==> config.mk <==
export PLATFORM = sky130hd
export DESIGN_NAME = imu_moving_average
export DESIGN_NICKNAME = d
export VERILOG_FILES = /design/src/rtl/imu_moving_average.sv
export SDC_FILE = /design/constraint.sdc
export NUM_CORES = 1
export LEC_CHECK = 0
export ABC_AREA = 1
export CORE_MARGIN = 3
export CORE_UTILIZATION = 57
export CTS_BUF_LIST = sky130_fd_sc_hd__clkbuf_2 sky130_fd_sc_hd__clkbuf_4 sky130_fd_sc_hd__clkbuf_8
export DETAILED_ROUTE_END_ITERATION = 10
export GPL_TIMING_DRIVEN = 0
export PLACE_DENSITY = 0.85
export SLEW_MARGIN = 20
export SYNTH_ARGS = -nofsm -noshare
export SYNTH_HDL_FRONTEND = slang
export SYNTH_SLANG_ARGS = --single-unit
==> constraint.sdc <==
create_clock -name clk -period 4.9 [get_ports clk]
set_clock_uncertainty 0.15 [all_clocks]
set_input_delay 0.98 -clock clk [delete_from_list [all_inputs] [get_ports clk]]
set_output_delay 0.98 -clock clk [all_outputs]
set_load 0.05 [all_outputs]
==> src/rtl/imu_moving_average.sv <==
// imu_moving_average: multi-channel signed boxcar moving-average filter.
// Each channel keeps a ring buffer of the last WIN = 2**LOG2_WIN samples and a
// running sum. After WIN beats have been accepted, every further beat emits a
// registered average one cycle later.
// Optional feature macro: MAVG_ROUND_EN rounds half-up. Without it the
// average is floored (arithmetic shift).
module imu_moving_average #(
    parameter int unsigned NUM_CH     = 3,
    parameter int unsigned DATA_WIDTH = 16,
    parameter int unsigned LOG2_WIN   = 3
) (
    input  logic                           clk,
    input  logic                           i_rstn,
    input  logic                           i_valid,
    input  logic [NUM_CH*DATA_WIDTH-1:0]   i_data,
    input  logic                           i_clear,
    output logic                           o_valid,
    output logic [NUM_CH*DATA_WIDTH-1:0]   o_data,
    output logic                           o_primed
);

    localparam int unsigned WIN    = 1 << LOG2_WIN;
    localparam int unsigned ACC_W  = DATA_WIDTH + LOG2_WIN;
    localparam int unsigned PTR_W  = (LOG2_WIN > 0) ? LOG2_WIN : 1;
    localparam int unsigned FILL_W = LOG2_WIN + 1;
`ifdef MAVG_ROUND_EN
    // One guard bit so the rounding bias can never overflow the sum.
    localparam int unsigned SUM_W  = ACC_W + 1;
    localparam int unsigned RND    = WIN >> 1;
`else
    localparam int unsigned SUM_W  = ACC_W;
`endif

    logic        [DATA_WIDTH-1:0]         ring_mem [NUM_CH][WIN];
    logic signed [ACC_W-1:0]              acc      [NUM_CH];
    logic signed [ACC_W-1:0]              acc_next [NUM_CH];
    logic        [PTR_W-1:0]              wr_ptr;
    logic        [PTR_W-1:0]              ptr_next;
    logic        [FILL_W-1:0]             fill_cnt;
    logic        [FILL_W-1:0]             fill_next;
    logic                                 accept;
    logic                                 full;
    logic        [NUM_CH*DATA_WIDTH-1:0]  avg;

    // Shared pointer / fill bookkeeping and beat acceptance.
    always_comb begin
        accept    = i_valid & ~i_clear;
        full      = (fill_cnt == FILL_W'(WIN));
        fill_next = full ? fill_cnt : fill_cnt + FILL_W'(1);
        ptr_next  = (wr_ptr == PTR_W'(WIN - 1)) ? '0 : wr_ptr + PTR_W'(1);
    end

    // Per-channel running sum update and scaled average; the oldest sample is
    // only subtracted once the window is full, so stale buffer contents never matter.
    always_comb begin
        logic signed [DATA_WIDTH-1:0] new_s;
        logic signed [DATA_WIDTH-1:0] old_s;
        logic signed [SUM_W-1:0]      sum;
        new_s = '0;
        old_s = '0;
        sum   = '0;
        avg   = '0;
        for (int k = 0; k < int'(NUM_CH); k++) begin
            new_s       = signed'(i_data[k*DATA_WIDTH +: DATA_WIDTH]);
            old_s       = full ? signed'(ring_mem[k][wr_ptr]) : '0;
            acc_next[k] = acc[k] + ACC_W'(new_s) - ACC_W'(old_s);
`ifdef MAVG_ROUND_EN
            sum = SUM_W'(acc_next[k]) + signed'(SUM_W'(RND));
`else
            sum = SUM_W'(acc_next[k]);
`endif
            avg[k*DATA_WIDTH +: DATA_WIDTH] = DATA_WIDTH'(sum >>> LOG2_WIN);
        end
    end

    // Sample history; contents are don't-care until the window has filled.
    always_ff @(posedge clk) begin
        if (i_rstn && accept) begin
            for (int k = 0; k < int'(NUM_CH); k++) begin
                ring_mem[k][wr_ptr] <= i_data[k*DATA_WIDTH +: DATA_WIDTH];
            end
        end
    end

    // Filter state and registered outputs; clear beats a simultaneous sample.
    always_ff @(posedge clk) begin
        if (!i_rstn) begin
            for (int k = 0; k < int'(NUM_CH); k++) acc[k] <= '0;
            wr_ptr   <= '0;
            fill_cnt <= '0;
            o_valid  <= 1'b0;
            o_data   <= '0;
            o_primed <= 1'b0;
        end else if (i_clear) begin
            for (int k = 0; k < int'(NUM_CH); k++) acc[k] <= '0;
            wr_ptr   <= '0;
            fill_cnt <= '0;
            o_valid  <= 1'b0;
            o_primed <= 1'b0;
        end else begin
            o_valid <= 1'b0;
            if (accept) begin
                for (int k = 0; k < int'(NUM_CH); k++) acc[k] <= acc_next[k];
                wr_ptr   <= ptr_next;
                fill_cnt <= fill_next;
                if (fill_next == FILL_W'(WIN)) begin
                    o_valid  <= 1'b1;
                    o_data   <= avg;
                    o_primed <= 1'b1;
                end
            end
        end
    end

endmodule

==> out/metrics.cfg, run 1 <==
[grt]
grt-ovfl-total = 0
grt_pass1_wl_mm = 104.5
grt_usage_pct = 31.80
grt_pass1_vias = 18100
grt_max_degree = 33
antenna_found_initial = 0

[logic_synthesis]
synth_cell_type_count = 37
synth_area_per_cell_sq_um = 10.39
synth-simple-area-share_pct = 15.43
synth_compound_area_share_pct = 6.569
synth-edff-count = 441
syn-instance-count = 2277
yosys_warnings = 0
synth_fa_ha_area_share_pct = 7.955
async_flop_share_pct = 0
ys_seq_area_share_pct = 60.80
ys.flop_type = edfxtp_1
netlist_area_sq_um = 23660
synth_nets = 2447
synth_top_family_by_area = simple AND/OR/NAND/NOR gates
netlist_top_cells_area = edfxtp_1 (56%), nand2_1 (8.1%), inv_1 (6.4%)
synth-seq-cells = 498
synth_area_leader_cell = edfxtp_1
netlist.area_leader.share_pct = 55.98
synth_xor_area_share_pct = 1.296
synthMuxAreaShare_pct = 0

[die]
dieArea_sq_um = 43980
core_area_sq_um = 40920
die_w_microns = 209.7
top_level_ports = 102
die-height_microns = 209.7
row_count = 74
start_util_pct = 57.81

[cts]
clockBufferDepth = 3
clk_pin_slew_ns = 0.06
clock_sinks = 498
cts-root-buf = clkbuf_8
clock_insertion_delay_worst_skew_ns = 0.68
htree_levels = 3
cts_tree = yes
cts_buffers = 80

[routing]
avgRoutedWirePerCell_microns = 22.88
first_iter_violations = 2662
ant_nets = 0
dr_total_vias = 17920
via_per_inst = 5.843
route.detailed.drc = 0
dr.pass1.iters = 6
routed_wl_mm = 70.18

[status]
status = complete, no violations

[hold_path]
min_path_type = register to register

[timing]
setup_ws_ns = 0.1053
hold_viol_final = 0
slew_violations = 0
slew_headroom_pct = 27.51
worstMarginPinSlew_ns = 1.087
fmax_mhz = 208.6
min_period_ns = 4.795
finalCritPeriodShare_pct = 97.85
setup_viol = 0
finalSetupTns_ns = 0

[power_and_ir_drop]
p_leak_nw = 11.37
p_per_area_nw_per_um2 = 379.0
p_comb_share_pct = 18.8
swShare_pct = 29.63
switchingPower_mw = 3.093
power_mw = 10.44
irDropWorstVdd_uv = 244.1
pwr-share-seq_pct = 45.3
internal_power_mw = 7.346
clockPowerShare_pct = 35.9

[worst_setup_path]
cp_data_required_time_ns = 5.15
cp-start-kind = register
cp_max_fo = 10
crit_type = register to register
arrival_ns = 5.04
worstSetupEndpointType = register

[placed_design]
place.gp.congestion = 0.9222
dpl.hpwl_mm = 48.80
portBuffers = 100
pre_cts_slack_ns = -0.1735

[finish]
nets = 2647
drive_gt1_share_pct = 8.245
diodes = 0
area_delta_synth_final_pct = 16.44

[job]
max_cap_viol_count = 0

## sequential cells by signal, indices dropped and copies added (netlist names)
| signal | cells |
|---|---|
| wr_ptr | 3 |
| o_data | 48 |
| fill_cnt | 4 |
| acc | 57 |
| o_primed | 1 |
| o_valid | 1 |
| ring_mem | 384 |
## cells in the mapped netlist, types with 2 or more instances
cell and number:
nand2_1 508, edfxtp_1 441, inv_1 404, nor2_1 184
a21oi_1 124, nand3_1 113, ha_1 64, dfxtp_1 57
fa_1 54, nand4_1 45, o21ai_0 43, clkbuf_1 38
a22oi_1 34, xor2_1 23, buf_2 18, nor3_1 17
a22o_1 15, and3_1 15, a221oi_1 14, a31oi_1 14
xnor2_1 12, buf_1 9, buf_6 6, a211oi_1 5
inv_2 5, a41oi_1 2, o21a_1 2, o22ai_1 2
## layout make-up
cell class	count	area [sq um]
Sequential cell	498	14380
Fill cell	2910	13380
Multi-Input combinational cell	1297	7526
Inverter	410	1545
Timing Repair Buffer	118	1424
Clock buffer	100	1257
Tap cell	532	665.6
Clock inverter	40	381.6
Buffer	72	361.6
## through the flow
step	hold WS (ns)	instance area, sq um	utilization (%)	instances
after global routing	0.3477	27550	67.31	3067
after global placement	0.3115	25320	61.88	2909
after detailed placement	0.3193	25810	63.06	2926
after CTS	0.3322	27460	67.10	3066
final	0.3343	27550	67.31	3067
after floorplan	0.3923	23660	-	2277
## cell usage in the layout, fill, tap and decap left out, types with 54 or more instances in the layout
cell type,n
edfxtp_1,441
nand2_1,507
clkdlybuf4s50_1,100
ha_1,64
inv_1,404
nand3_1,112
a21oi_1,120
nor2_1,176
fa_1,54
dfxtp_1,57
clkbuf_8,81
## worst max-delay path: stages (launching register included)
cell and delay (ns):
dfxtp_1 0.32, buf_2 0.20, inv_2 0.10, buf_2 0.28, nand2_1 0.27, inv_4 0.25
buf_2 0.35, nand2_1 0.09, nand4_1 0.11, nor2_1 0.10, a21oi_1 0.36, fa_1 0.50
inv_1 0.08, ha_1 0.28, nand2_1 0.11, nand2_1 0.09, a21oi_1 0.23, nand3_1 0.22
xnor2_2 0.34, nor2_1 0.08
## power groups by stage
stage               registers (mW)  clock network, mW  logic [mW]
global route                  4.73               3.94        2.18
floorplan                     4.82                  0        1.27
CTS                           4.73               3.75        1.92
finish                        4.73               3.75        1.96
global placement              4.82                  0        1.85
detailed placement            4.82                  0        1.89
## worst paths after layout
| check | from | end | slack (ns) | cells past startpoint |
|---|---|---|---|---|
| max | wr_ptr[0] | acc[0][29] | 0.11 | 19 |
| min | o_data[19] | o_data[19] | 0.33 | 2 |
| max reg2reg | wr_ptr[0] | acc[0][29] | 0.11 | 19 |
| min reg2reg | o_data[19] | o_data[19] | 0.33 | 2 |
## metal layers
layer / global-route usage, % / vias up / wire length [microns]
met5: 0 / - / 0
met3: 7.220 / 219 / 8674
met2: 50.92 / 1277 / 33100
met1: 40.41 / 8468 / 24710
li1: - / 7958 / -
met4: 17.71 / 0 / 3690
## logic make-up after synthesis
kind of cell             Yosys count
AO/OA/AOI/OAI                    260
AND/OR/NAND/NOR                  884
buffers and inverters            482
XOR/XNOR                          35
adder cells (fa/ha/maj)          118
flip-flops                       498
## timing repair
item                       4_1_cts  5_1_grt
setup endpoints to repair       30       74
setup buffers                    0        1
resized for setup                5       33
hold buffers                     0        0
pin swaps                        0        0
Power figures use the tool's default switching activity.
==> inputs of run 2 (changes only) <==
--- a/config.mk
+++ b/config.mk
@@ -6,12 +6,14 @@
 export NUM_CORES = 1
 export LEC_CHECK = 0
 export ABC_AREA = 1
+export ABC_CLOCK_PERIOD_IN_PS = 4900
 export CORE_MARGIN = 3
 export CORE_UTILIZATION = 57
 export CTS_BUF_LIST = sky130_fd_sc_hd__clkbuf_2 sky130_fd_sc_hd__clkbuf_4 sky130_fd_sc_hd__clkbuf_8
 export DETAILED_ROUTE_END_ITERATION = 10
 export GPL_TIMING_DRIVEN = 0
 export PLACE_DENSITY = 0.85
+export SETUP_SLACK_MARGIN = 0.02
 export SLEW_MARGIN = 20
 export SYNTH_ARGS = -nofsm -noshare
 export SYNTH_HDL_FRONTEND = slang
==> out/metrics.cfg, run 2 (same netlist as run 1, synthesis figures left out) <==
[status]
status = complete, no violations

[timing]
worstMarginPinSlew_ns = 1.023
slew_violations = 0
rsz0062_at_grt = true
setup_viol = 0
hold_viol_final = 0
finalCritPeriodShare_pct = 98.49
min_period_ns = 4.826
fmax_mhz = 207.2
holdWs_ns = 0.3343
setup_ws_ns = 0.07395
slew_headroom_pct = 31.80

[worst_setup_path]
cp_cell_sequence = buf_2 -> inv_1 -> nand3_1 -> inv_1 -> buf_2 -> clkbuf_2 -> a22oi_1 -> a31oi_1 -> fa_1 -> inv_1 -> ha_1 -> nand3_1 -> nand3_1 -> nand3_1 -> nand2_1 -> nand2_1 -> nand2_1 -> nand2_1 -> nand3_1 -> nand2_1 -> inv_1
regToRegSetupSlack_ns = 0.07
cp_data_required_time_ns = 5.29
worstSetupEndpointType = register
crit_type = register to register
crit_buf_inv = 7
path_depth = 21
rr_worst_depth = 21
cp_max_fo = 10
critPathCapture = o_data[12]
worstSetupStartpoint = wr_ptr[2]
cp_slowest_stage_delay_ns = 0.53
critPathSlowestCell = a31oi_1
r2r_start = wr_ptr[2]
arrival_ns = 5.22
timing.rr.end = o_data[12]
critical_path.top_delay_family = buffers and inverters
cp-start-kind = register

[grt]
grtUsageMet3_pct = 7.250
grt.met2_usage_pct = 50.91
grt-ovfl-total = 0
grt_usage_pct = 31.79
grt_pass1_wl_mm = 104.5
grtUsageMet1_pct = 40.38
antenna_found_initial = 1
grt_max_degree = 33
busiest_layer = met2
grt_pass1_vias = 18110

[finish]
top_regs = ring_mem: 384 flops, acc: 57 flops, o_data: 48 flops
fin_util_pct = 67.32
area_delta_synth_final_pct = 16.45
drive_gt1_share_pct = 8.284
fin_area_sq_um = 27550
largest_register = ring_mem
stdcell_count = 3068
ff_latch_area_sq_um = 14380
final_cell_mix = nand2_1 (506), edfxtp_1 (441), inv_1 (404)
largest_reg_flops = 384
final_common_cell = nand2_1
multiInputGateArea_sq_um = 7527
nets = 2647
num-fill-cells = 2904

[routing]
dr_total_vias = 18000
avgRoutedWirePerCell_microns = 22.86
first_iter_violations = 2520
routed_wl_mm = 70.14
via_per_inst = 5.867
ant_nets = 0
route.detailed.drc = 0
dr.pass1.iters = 6

[cts]
cts_tree = yes
clk_pin_slew_ns = 0.06
cts_buffers = 80
clockBufferDepth = 3
cts-root-buf = clkbuf_8
clock_sinks = 498
htree_levels = 3
clock_insertion_delay_worst_skew_ns = 0.68

[die]
core_area_sq_um = 40920
dieArea_sq_um = 43980
die_w_microns = 209.7
start_util_pct = 57.81
die-height_microns = 209.7
row_count = 74
top_level_ports = 102

[job]
max_cap_viol_count = 0

[power_and_ir_drop]
p_per_area_nw_per_um2 = 378.9
p_leak_nw = 11.37
irDropWorstVdd_uv = 244.0

[hold_path]
min_path_type = register to register

[placed_design]
pre_cts_slack_ns = -0.1735
placed_area_sq_um = 25810
dp.cells = 2926
dpl.hpwl_mm = 48.80
place.gp.congestion = 0.9222
portBuffers = 100

run 2: cell types whose count changed in the layout (fill, tap and decap cells not counted):
cell and change:
nand2_2 +1, diode_2 +1, o31ai_2 +1, a31oi_2 -1, clkbuf_2 -1, buf_2 +1
nand2_1 -1, o31ai_1 -1, a31oi_1 +1
run 2: worst min-delay path by stage:
stage / from / end / slack, ns / cells after the start
6_report: o_data[19] / o_data[19] / 0.33 / 2
5_1_grt: o_data[19] / o_data[19] / 0.35 / 2
4_1_cts: o_data[19] / o_data[19] / 0.33 / 2
3_5_place_dp: o_data[18] / o_data[18] / 0.32 / 2
3_3_place_gp: o_data[35] / o_data[35] / 0.31 / 2
2_1_floorplan: fill_cnt[1] / fill_cnt[1] / 0.39 / 2
run 2: stage by stage:
stage | setup TNS [ns] | power (mW)
after floorplan | 0 | 6.092
after global placement | -732.69 | 6.662
after detailed placement | -1.202 | 6.709
after CTS | 0 | 10.40
after global routing | -0.03178 | 10.85
final | 0 | 10.44
run 2: repair_timing:
action,4_1_cts,5_1_grt
resized for setup,6,33
endpoints found under the setup margin,33,74
setup buffers,0,1
hold buffers,0,0
run 2: layout make-up:
| type | count | area share, % |
|---|---|---|
| diodes | 1 | 0.009083 |
| plain buffers | 72 | 1.313 |
| inverters | 410 | 5.609 |
| repair buffers | 118 | 5.169 |
| clock inverters | 40 | 1.385 |
| flip-flops and latches | 498 | 52.21 |
| clock buffers | 100 | 4.564 |
| well taps | 532 | 2.416 |
| multi-input cells | 1297 | 27.32 |
run 2: tightest hold or removal path, stage by stage (launching register included):
cell	delay [ns]
dfxtp_1	0.32
nand2_1	0.06
a21oi_1	0.05
run 2: layer usage:
metal,vias to the layer above,share of wire (%)
met5,-,0
met4,0,5.6
met3,245,12
met2,1296,47
met1,8503,35
li1,7956,-
run 2: report_power, final:
part           switching, mW  internal, mW  leakage [nW]
combinational           1.35         0.614          5.93
sequential            0.0255          4.70          4.58
clock                   1.72          2.03         0.859
total                   3.09          7.35          11.4
